**src/rtl/hp0_burst_master.sv**
```systemverilog
// hp0_burst_master: single-outstanding AXI4 INCR burst master driving the
// HP0 DRAM port. It turns one command into one AW/W/B or AR/R burst.
//
// Ports:
//   aclk, aresetn                      clock, synchronous active-low reset
//   cmd_v_i/cmd_ready_o                command handshake
//   cmd_write_i, cmd_addr_i, cmd_len_i command kind, byte address, beats-1
//   wdata_v_i/wdata_ready_o, wdata_i   write beat stream in
//   rdata_v_o/rdata_ready_i, rdata_o   read beat stream out
//   done_v_o, done_resp_o, done_write_o completion pulse with AXI result
//   hp0_axi_*                          AXI4 master on AW, W, B, AR and R
module hp0_burst_master #(
  parameter int C_HP0_AXI_ADDR_WIDTH = 32,
  parameter int C_HP0_AXI_DATA_WIDTH = 32,
  parameter int max_len_p            = 16
) (
  input  logic                              aclk,
  input  logic                              aresetn,
  input  logic                              cmd_v_i,
  output logic                              cmd_ready_o,
  input  logic                              cmd_write_i,
  input  logic [C_HP0_AXI_ADDR_WIDTH-1:0]   cmd_addr_i,
  input  logic [7:0]                        cmd_len_i,
  input  logic                              wdata_v_i,
  output logic                              wdata_ready_o,
  input  logic [C_HP0_AXI_DATA_WIDTH-1:0]   wdata_i,
  output logic                              rdata_v_o,
  input  logic                              rdata_ready_i,
  output logic [C_HP0_AXI_DATA_WIDTH-1:0]   rdata_o,
  output logic                              done_v_o,
  output logic [1:0]                        done_resp_o,
  output logic                              done_write_o,
  output logic [C_HP0_AXI_ADDR_WIDTH-1:0]   hp0_axi_awaddr,
  output logic                              hp0_axi_awvalid,
  output logic [7:0]                        hp0_axi_awlen,
  input  logic                              hp0_axi_awready,
  output logic [5:0]                        hp0_axi_awid,
  output logic                              hp0_axi_awlock,
  output logic [3:0]                        hp0_axi_awcache,
  output logic [2:0]                        hp0_axi_awprot,
  output logic [3:0]                        hp0_axi_awqos,
  output logic [2:0]                        hp0_axi_awsize,
  output logic [1:0]                        hp0_axi_awburst,
  output logic [C_HP0_AXI_DATA_WIDTH-1:0]   hp0_axi_wdata,
  output logic                              hp0_axi_wvalid,
  output logic                              hp0_axi_wlast,
  output logic [C_HP0_AXI_DATA_WIDTH/8-1:0] hp0_axi_wstrb,
  output logic [5:0]                        hp0_axi_wid,
  input  logic                              hp0_axi_wready,
  input  logic                              hp0_axi_bvalid,
  input  logic [1:0]                        hp0_axi_bresp,
  input  logic [5:0]                        hp0_axi_bid,
  output logic                              hp0_axi_bready,
  output logic [C_HP0_AXI_ADDR_WIDTH-1:0]   hp0_axi_araddr,
  output logic                              hp0_axi_arvalid,
  output logic [7:0]                        hp0_axi_arlen,
  input  logic                              hp0_axi_arready,
  output logic [5:0]                        hp0_axi_arid,
  output logic                              hp0_axi_arlock,
  output logic [3:0]                        hp0_axi_arcache,
  output logic [2:0]                        hp0_axi_arprot,
  output logic [3:0]                        hp0_axi_arqos,
  output logic [2:0]                        hp0_axi_arsize,
  output logic [1:0]                        hp0_axi_arburst,
  input  logic [C_HP0_AXI_DATA_WIDTH-1:0]   hp0_axi_rdata,
  input  logic                              hp0_axi_rvalid,
  input  logic                              hp0_axi_rlast,
  input  logic [1:0]                        hp0_axi_rresp,
  input  logic [5:0]                        hp0_axi_rid,
  output logic                              hp0_axi_rready
);

  localparam int       AW     = C_HP0_AXI_ADDR_WIDTH;
  localparam logic [8:0] MaxLen = 9'(max_len_p);

  typedef enum logic [2:0] {
    IDLE, S_AW, S_W, S_B, S_AR, S_R, DONE
  } state_t;

  state_t        state, state_d;
  logic          write_q, write_d;
  logic [AW-1:0] addr_q, addr_d;
  logic [7:0]    len_q, len_d;
  logic [7:0]    cnt_q, cnt_d;
  logic [1:0]    resp_q, resp_d;

  logic [12:0]   end_b;
  logic          reject;
  logic          last;
  logic [7:0]    cnt_inc;
  logic          unused_ok;

  // First byte past the burst, within the 4 KB page.
  assign end_b  = {1'b0, cmd_addr_i[11:2], 2'b00}
                + {3'b000, cmd_len_i, 2'b00}
                + 13'd4;
  assign reject = (end_b > 13'd4096)
               || ({1'b0, cmd_len_i} >= MaxLen);
  assign last    = (cnt_q == len_q);
  assign cnt_inc = (cnt_q == 8'hFF) ? cnt_q : cnt_q + 8'd1;

  assign hp0_axi_awaddr  = addr_q;
  assign hp0_axi_awlen   = len_q;
  assign hp0_axi_awid    = '0;
  assign hp0_axi_awlock  = 1'b0;
  assign hp0_axi_awcache = 4'b0011;
  assign hp0_axi_awprot  = 3'b000;
  assign hp0_axi_awqos   = 4'b0000;
  assign hp0_axi_awsize  = 3'b010;
  assign hp0_axi_awburst = 2'b01;
  assign hp0_axi_wdata   = wdata_i;
  assign hp0_axi_wstrb   = '1;
  assign hp0_axi_wid     = '0;
  assign hp0_axi_araddr  = addr_q;
  assign hp0_axi_arlen   = len_q;
  assign hp0_axi_arid    = '0;
  assign hp0_axi_arlock  = 1'b0;
  assign hp0_axi_arcache = 4'b0011;
  assign hp0_axi_arprot  = 3'b000;
  assign hp0_axi_arqos   = 4'b0000;
  assign hp0_axi_arsize  = 3'b010;
  assign hp0_axi_arburst = 2'b01;
  assign rdata_o         = hp0_axi_rdata;

  assign unused_ok = ^{cmd_addr_i[1:0], hp0_axi_bid, hp0_axi_rid};

  always_ff @(posedge aclk) begin
    if (!aresetn) begin
      state   <= IDLE;
      write_q <= 1'b0;
      addr_q  <= '0;
      len_q   <= '0;
      cnt_q   <= '0;
      resp_q  <= '0;
    end else begin
      state   <= state_d;
      write_q <= write_d;
      addr_q  <= addr_d;
      len_q   <= len_d;
      cnt_q   <= cnt_d;
      resp_q  <= resp_d;
    end
  end

  always_comb begin
    state_d         = state;
    write_d         = write_q;
    addr_d          = addr_q;
    len_d           = len_q;
    cnt_d           = cnt_q;
    resp_d          = resp_q;
    cmd_ready_o     = 1'b0;
    hp0_axi_awvalid = 1'b0;
    hp0_axi_arvalid = 1'b0;
    hp0_axi_wvalid  = 1'b0;
    hp0_axi_wlast   = 1'b0;
    wdata_ready_o   = 1'b0;
    hp0_axi_bready  = 1'b0;
    rdata_v_o       = 1'b0;
    hp0_axi_rready  = 1'b0;
    done_v_o        = 1'b0;
    done_resp_o     = 2'b00;
    done_write_o    = 1'b0;
    unique case (state)
      IDLE: begin
        cmd_ready_o = 1'b1;
        if (cmd_v_i) begin
          write_d = cmd_write_i;
          addr_d  = {cmd_addr_i[AW-1:2], 2'b00};
          len_d   = cmd_len_i;
          cnt_d   = '0;
          resp_d  = 2'b00;
          if (reject) begin
            resp_d  = 2'b10;
            state_d = DONE;
          end else begin
            state_d = cmd_write_i ? S_AW : S_AR;
          end
        end
      end
      S_AW: begin
        hp0_axi_awvalid = 1'b1;
        if (hp0_axi_awready) state_d = S_W;
      end
      S_W: begin
        hp0_axi_wvalid = wdata_v_i;
        hp0_axi_wlast  = last;
        wdata_ready_o  = hp0_axi_wready;
        if (wdata_v_i && hp0_axi_wready) begin
          cnt_d = cnt_inc;
          if (last) state_d = S_B;
        end
      end
      S_B: begin
        hp0_axi_bready = 1'b1;
        if (hp0_axi_bvalid) begin
          resp_d  = hp0_axi_bresp;
          state_d = DONE;
        end
      end
      S_AR: begin
        hp0_axi_arvalid = 1'b1;
        if (hp0_axi_arready) state_d = S_R;
      end
      S_R: begin
        rdata_v_o      = hp0_axi_rvalid;
        hp0_axi_rready = rdata_ready_i;
        if (hp0_axi_rvalid && rdata_ready_i) begin
          cnt_d = cnt_inc;
          if (hp0_axi_rresp > resp_q) resp_d = hp0_axi_rresp;
          // A slave whose rlast disagrees with our beat count is broken.
          if (hp0_axi_rlast != last) resp_d = 2'b11;
          if (last) state_d = DONE;
        end
      end
      DONE: begin
        done_v_o     = 1'b1;
        done_resp_o  = resp_q;
        done_write_o = write_q;
        state_d      = IDLE;
      end
      default: state_d = IDLE;
    endcase
  end

endmodule

```
**config.mk**
```make
export PLATFORM = sky130hd
export DESIGN_NAME = hp0_burst_master
export DESIGN_NICKNAME = d
export VERILOG_FILES = /design/src/rtl/hp0_burst_master.sv
export SDC_FILE = /design/constraint.sdc
export NUM_CORES = 1
export LEC_CHECK = 0
export CAP_MARGIN = 20
export CORE_AREA = 2 2 136 138
export CTS_CLUSTER_DIAMETER = 200
export DETAILED_ROUTE_END_ITERATION = 8
export DIE_AREA = 0 0 138 140
export PLACE_DENSITY = 0.7
export SLEW_MARGIN = 0
export SYNTH_ARGS = -nofsm -noshare
export SYNTH_HDL_FRONTEND = slang
export SYNTH_SLANG_ARGS = --single-unit
```
**constraint.sdc**
```tcl
create_clock -name aclk -period 4.95 [get_ports aclk]
set_clock_uncertainty 0.15 [all_clocks]
set_input_delay 0.7425 -clock aclk [delete_from_list [all_inputs] [get_ports aclk]]
set_output_delay 0.7425 -clock aclk [all_outputs]
set_load 0.005 [all_outputs]
```
==> impl_metrics.tcl, run 1 <==
set metrics [dict create \
    grt_pass1_vias 3140 \
    drc 0 \
    relSlewSlack_pct 33.6 \
    synth_commonest_cells "163 x buf_4, 89 x nand2_1, 52 x dfxtp_1" \
    clockBufferDepth 2 \
    ant_nets 0 \
    grt_util_met1_pct 13.5 \
    setup_slack_ps 1240 \
    min_period_ps 3710 \
    hp-class "reg -> reg" \
    maxCapViolations 0 \
    yosys.area.top_type "buf_4" \
    gp_congestion 0.829 \
    fin_nets 718 \
    ir_worst_vdd_mv 0.473 \
    cts_inserted_buffers 5 \
    wl_per_cell_um 14.4 \
    cts_resized 0 \
    post-route-period-util_pct 75.0 \
    rr_worst_depth 6 \
    p_per_area_nw_per_um2 381 \
    firstDrtPassIters 4 \
    p_leak_nw 1.94 \
    overflow 0 \
    h-tree-depth 2 \
    grt_pass1_wl_mm 17.5 \
    ys_ff_latch 52 \
    chipHeight_um 140 \
    worstHoldEndpoint "write_q" \
    synth_area_leaders "buf_4 29%, dfxtp_1 25%, nand2_1 8.0%, ha_1 5.7%, a21oi_1 5.5%" \
    die_w_um 138 \
    use_met3_pct 3.01 \
    whs_path_depth 2 \
    cp_max_fo 3 \
    dp_hpwl_mm 8.93 \
    finalPower_w 0.00189 \
    fillers 1923 \
    drive_gt1_share_pct 3.17 \
    crit_type "in -> reg" \
    cts_tree "built" \
    path_clk_slew_ps 70 \
    rsz0062_at_grt "no" \
    worst_setup_path_end_kind "flip-flop" \
    setup_viol 0 \
    synth_cells 542 \
    async_flop_share_pct 0 \
    insertedDiodeCount 0 \
    rr_endpoint "cnt_q[7]" \
    drv_slew 0 \
    cts.sinks 52 \
    synth_top_cell_area_share_pct 29.5 \
    ios 345 \
    cts_hold_buf 0 \
    syn2layout_area_growth_pct 19.4 \
    finalHoldViolCount 0 \
    worstPathRequired_ps 4950 \
    status "finished clean" \
    row_count 49 \
    start_util_pct 23.3 \
    core-area_um2 17800 \
    ys_types 56 \
    fmaxAchievable_mhz 269 \
    dieArea_um2 19300 \
    antenna_found_initial 0 \
    syn_avg_cell_area_um2 7.66 \
    vias 3287 \
    grt_start_max_net_pins 43 \
    cts_root_buf "clkbuf_16" \
    ys_seq_area_share_pct 25.1 \
    routed_wl_mm 11.5 \
    insertion_delay_ps 300 \
    drt_iter0_drc 129 \
    crit_arrival_ps 3710 \
    finalNonFillerCells 796 \
    post_cts_buffers 0 \
    grt_util_met2_pct 19.5 \
    crit_path_start_kind "primary input" \
    synthMostInstantiatedCell "buf_4" \
    via_per_inst 4.13 \
    post-place-ws_ps 904 \
    fin_setup_tns_ps 0 \
    tightest_slew_ps 987 \
    reg2reg_slack_ps 2290 \
    synth_ff_type "dfxtp_1" \
    rr_startpoint "state[1]" \
    synth_edf_count 0 \
    hold_start "write_q" \
    synth.cell_area_um2 4150 \
    grt_usage_pct 11.3 \
    grt_busiest_layer "met2" \
    port_buffers 142 \
    dp_cells 788 \
    yosys_warnings 0 \
]
## power by group
part	total [W]	internal, W	switching [W]
logic	0.000858	0.000444	0.000414
registers	0.000603	0.000497	0.000106
clock network	0.000429	0.000254	0.000175
## worst max-delay path, cell delays in order
cell and delay (ps):
clkdlybuf4s50_1 480, inv_1 50, ha_1 200, inv_1 60, ha_1 180, inv_1 60
fa_1 390, xnor2_1 140, or4_4 470, nor4_2 270, o2111ai_1 270, o211ai_1 270
a41oi_1 130
## cell families after synthesis
logic type      after synthesis  synth area share [%]
buf+inv                     198                  32.8
simple gates                157                  17.8
mux                           3                 0.753
other cells                   2                 0.181
fa+ha+maj                    20                  6.21
flops                        52                  25.1
xor+xnor                     15                  3.16
compound gates               95                  14.0
## state kept, by name, summed over array words and instances, names as in the netlist
| name | count |
|---|---|
| write_q | 1 |
| hp0_axi_araddr | 30 |
| resp_q | 2 |
| hp0_axi_arlen | 8 |
| state | 3 |
| cnt_q | 8 |
## area by class of cell
cell class / count / area [um2] / area share (%)
Multi-Input combinational cell: 350 / 1970 / 39.7
Clock buffer: 6 / 139 / 2.80
Timing Repair Buffer: 143 / 1430 / 28.8
Inverter: 14 / 52.6 / 1.06
Clock inverter: 2 / 38.8 / 0.783
Tap cell: 229 / 287 / 5.78
Sequential cell: 52 / 1040 / 21.0
## worst max path at each step
| stage | start | endpoint | slack (ps) | cells past startpoint |
|---|---|---|---|---|
| 3_3_place_gp | cmd_addr_i[2] | resp_q[1] | 920 | 13 |
| 3_5_place_dp | cmd_addr_i[2] | resp_q[1] | 900 | 13 |
| 4_1_cts | cmd_addr_i[2] | resp_q[1] | 1210 | 13 |
| 2_1_floorplan | cmd_addr_i[3] | resp_q[1] | 1750 | 10 |
| 5_1_grt | cmd_addr_i[2] | resp_q[1] | 1050 | 13 |
| 6_report | cmd_addr_i[2] | resp_q[1] | 1240 | 13 |
## layout by cell type, fill, tap and decap left out, drive strengths merged, types with 6 or more instances in the layout
master and count:
nor4 7, a21oi 46, clkdlybuf4s50 142, o21ai 12
ha 19, nand2 89, nor2 14, nor2b 6
xor2 10, conb 60, dfxtp 52, clkbuf 6
and2 11, inv 13, nand3 8, a31oi 6
## per-stage QoR
stage,utilization [%],hold slack (ps),instance area [um2]
global placement,26.9,295,4780
global route,27.9,346,4960
CTS,27.9,308,4960
floorplan,-,282,4370
finish,27.9,307,4960
detailed placement,26.9,298,4780
## metal layers
| metal | vias to the layer above | part of all wire [%] |
|---|---|---|
| li1 | 1623 | - |
| met1 | 1520 | 42 |
| met2 | 115 | 48 |
| met3 | 29 | 6.9 |
| met4 | 0 | 2.4 |
| met5 | - | 0 |
Note: power is estimated with default switching activity, not from simulation.
==> run 2, diff against run 1 <==
--- a/config.mk
+++ b/config.mk
@@ -6,11 +6,11 @@
 export NUM_CORES = 1
 export LEC_CHECK = 0
 export CAP_MARGIN = 20
-export CORE_AREA = 2 2 136 138
+export CORE_AREA = 2 2 134 136
 export CTS_CLUSTER_DIAMETER = 200
 export DETAILED_ROUTE_END_ITERATION = 8
-export DIE_AREA = 0 0 138 140
-export PLACE_DENSITY = 0.7
+export DIE_AREA = 0 0 136 138
+export PLACE_DENSITY = 0.72
 export SLEW_MARGIN = 0
 export SYNTH_ARGS = -nofsm -noshare
 export SYNTH_HDL_FRONTEND = slang
==> constraint.sdc (replaced) <==
create_clock -name aclk -period 3.7 [get_ports aclk]
set_clock_uncertainty 0.15 [all_clocks]
set_input_delay 0.555 -clock aclk [delete_from_list [all_inputs] [get_ports aclk]]
set_output_delay 0.555 -clock aclk [all_outputs]
set_load 0.005 [all_outputs]
==> impl_metrics.tcl, run 2 (synthesis results as in run 1) <==
set metrics [dict create \
    clockBufferDepth 2 \
    setup_viol 0 \
    rr_worst_depth 6 \
    drive_gt1_share_pct 5.16 \
    p_per_area_nw_per_um2 496 \
    grt_pass1_wl_mm 17.9 \
    h-tree-depth 2 \
    worst_setup_path_end_kind "flip-flop" \
    crit_arrival_ps 3440 \
    die_w_um 136 \
    via_per_inst 4.16 \
    cts.sinks 52 \
    post-place-ws_ps -141 \
    insertion_delay_ps 300 \
    vias 3367 \
    port_buffers 142 \
    largest_reg_flops 30 \
    cts_inserted_buffers 5 \
    routed_wl_mm 11.7 \
    drc 0 \
    dieArea_um2 18800 \
    hp-class "reg -> reg" \
    core-area_um2 17500 \
    grt_usage_pct 12.2 \
    chipHeight_um 138 \
    crit_path_start_kind "primary input" \
    cts_tree "built" \
    grt_pass1_vias 3146 \
    firstDrtPassIters 4 \
    cts_hold_buf 0 \
    setup_slack_ps 254 \
    worstPathRequired_ps 3700 \
    ir_worst_vdd_mv 0.230 \
    rr_startpoint "state[1]" \
    finalHoldViolCount 0 \
    fmaxAchievable_mhz 290 \
    row_count 49 \
    status "finished clean" \
    insertedDiodeCount 0 \
    rr_endpoint "state[0]" \
    layout_common_cells "142 x clkdlybuf4s50_1, 89 x nand2_1, 60 x conb_1" \
    relSlewSlack_pct 64.0 \
    overflow 0 \
    path_clk_slew_ps 70 \
    drv_slew 0 \
    cp_max_fo 2 \
    antenna_found_initial 0 \
    min_period_ps 3450 \
    crit_type "in -> reg" \
    wl_per_cell_um 14.5 \
    ant_nets 0 \
    gp_congestion 0.819 \
    post-route-period-util_pct 93.1 \
    p_leak_nw 1.99 \
    rsz0062_at_grt "no" \
    fin_setup_tns_ps 0 \
    tightest_slew_ps 539 \
    dp_hpwl_mm 9.06 \
    grt_start_max_net_pins 41 \
    syn2layout_area_growth_pct 21.2 \
    crit_end "resp_q[1]" \
    worstSetupStartpoint "cmd_addr_i[2]" \
    layout.cells.most_common "clkdlybuf4s50_1" \
    drt_iter0_drc 198 \
    maxCapViolations 0 \
    start_util_pct 23.7 \
    cts_root_buf "clkbuf_16" \
    ios 345 \
    reg2reg_slack_ps 1380 \
    fin_nets 732 \
]
-- run 2: cell types whose count changed in the layout (fill, tap and decap cells not counted), sizes merged --
cell	change
buf	+14
bufinv	-1
clkinvlp	+1
-- run 2: report_power, final --
| group | internal, W | leakage [nW] | switching (W) |
|---|---|---|---|
| logic | 0.000637 | 1.50 | 0.000566 |
| clock network | 0.000253 | 0.0671 | 0.000232 |
| registers | 0.000665 | 0.424 | 0.000140 |
-- run 2: worst min path at each step --
stage / from / endpoint / slack (ps) / cells after the start
floorplan: write_q / write_q / 280 / 2
global placement: write_q / write_q / 290 / 2
detailed placement: write_q / write_q / 300 / 2
CTS: write_q / write_q / 310 / 2
global route: hp0_axi_araddr[26] / hp0_axi_araddr[26] / 340 / 2
finish: write_q / write_q / 310 / 2
-- run 2: critical path, cell delays in order --
cell and delay [ps]:
clkdlybuf4s50_1 480, inv_1 50, ha_1 200, inv_1 50, ha_1 150, inv_1 60
fa_1 410, xnor2_1 150, or4_4 480, nor4_2 290, o2111ai_2 210, o211ai_1 220
a41oi_1 130
-- run 2: metrics by stage --
| step | power (W) | area, um2 | utilization, % | cells | hold WS, ps |
|---|---|---|---|---|---|
| 2_1_floorplan | 0.00159 | 4370 | - | 600 | 282 |
| 5_1_grt | 0.00269 | 5030 | 28.7 | 810 | 336 |
| 3_3_place_gp | 0.00201 | 4880 | 27.8 | 802 | 295 |
| 3_5_place_dp | 0.00203 | 4880 | 27.8 | 802 | 301 |
| 4_1_cts | 0.00253 | 5020 | 28.7 | 810 | 313 |
| 6_report | 0.00249 | 5030 | 28.7 | 810 | 309 |
-- run 2: final cells by class --
cell class,instances,area (um2)
Fill cell,1890,12500
Multi-Input combinational cell,350,1970
Timing Repair Buffer,157,1530
Sequential cell,52,1040
Tap cell,229,287
Clock buffer,6,129
Inverter,14,52.6
Clock inverter,2,16.3
-- run 2: what timing repair did --
item	4_1_cts	5_1_grt
resized for setup	0	1
setup buffers	0	0
setup endpoints to repair	0	1
endpoints found under the hold margin	0	0
-- run 2: per-layer routing --
metal,global-route usage (%),part of all wire (%),wire [um]
met5,0,0,0
met1,15.5,43,5090
met3,2.68,6.7,788
met2,20.3,48,5630
met4,4.06,1.9,222
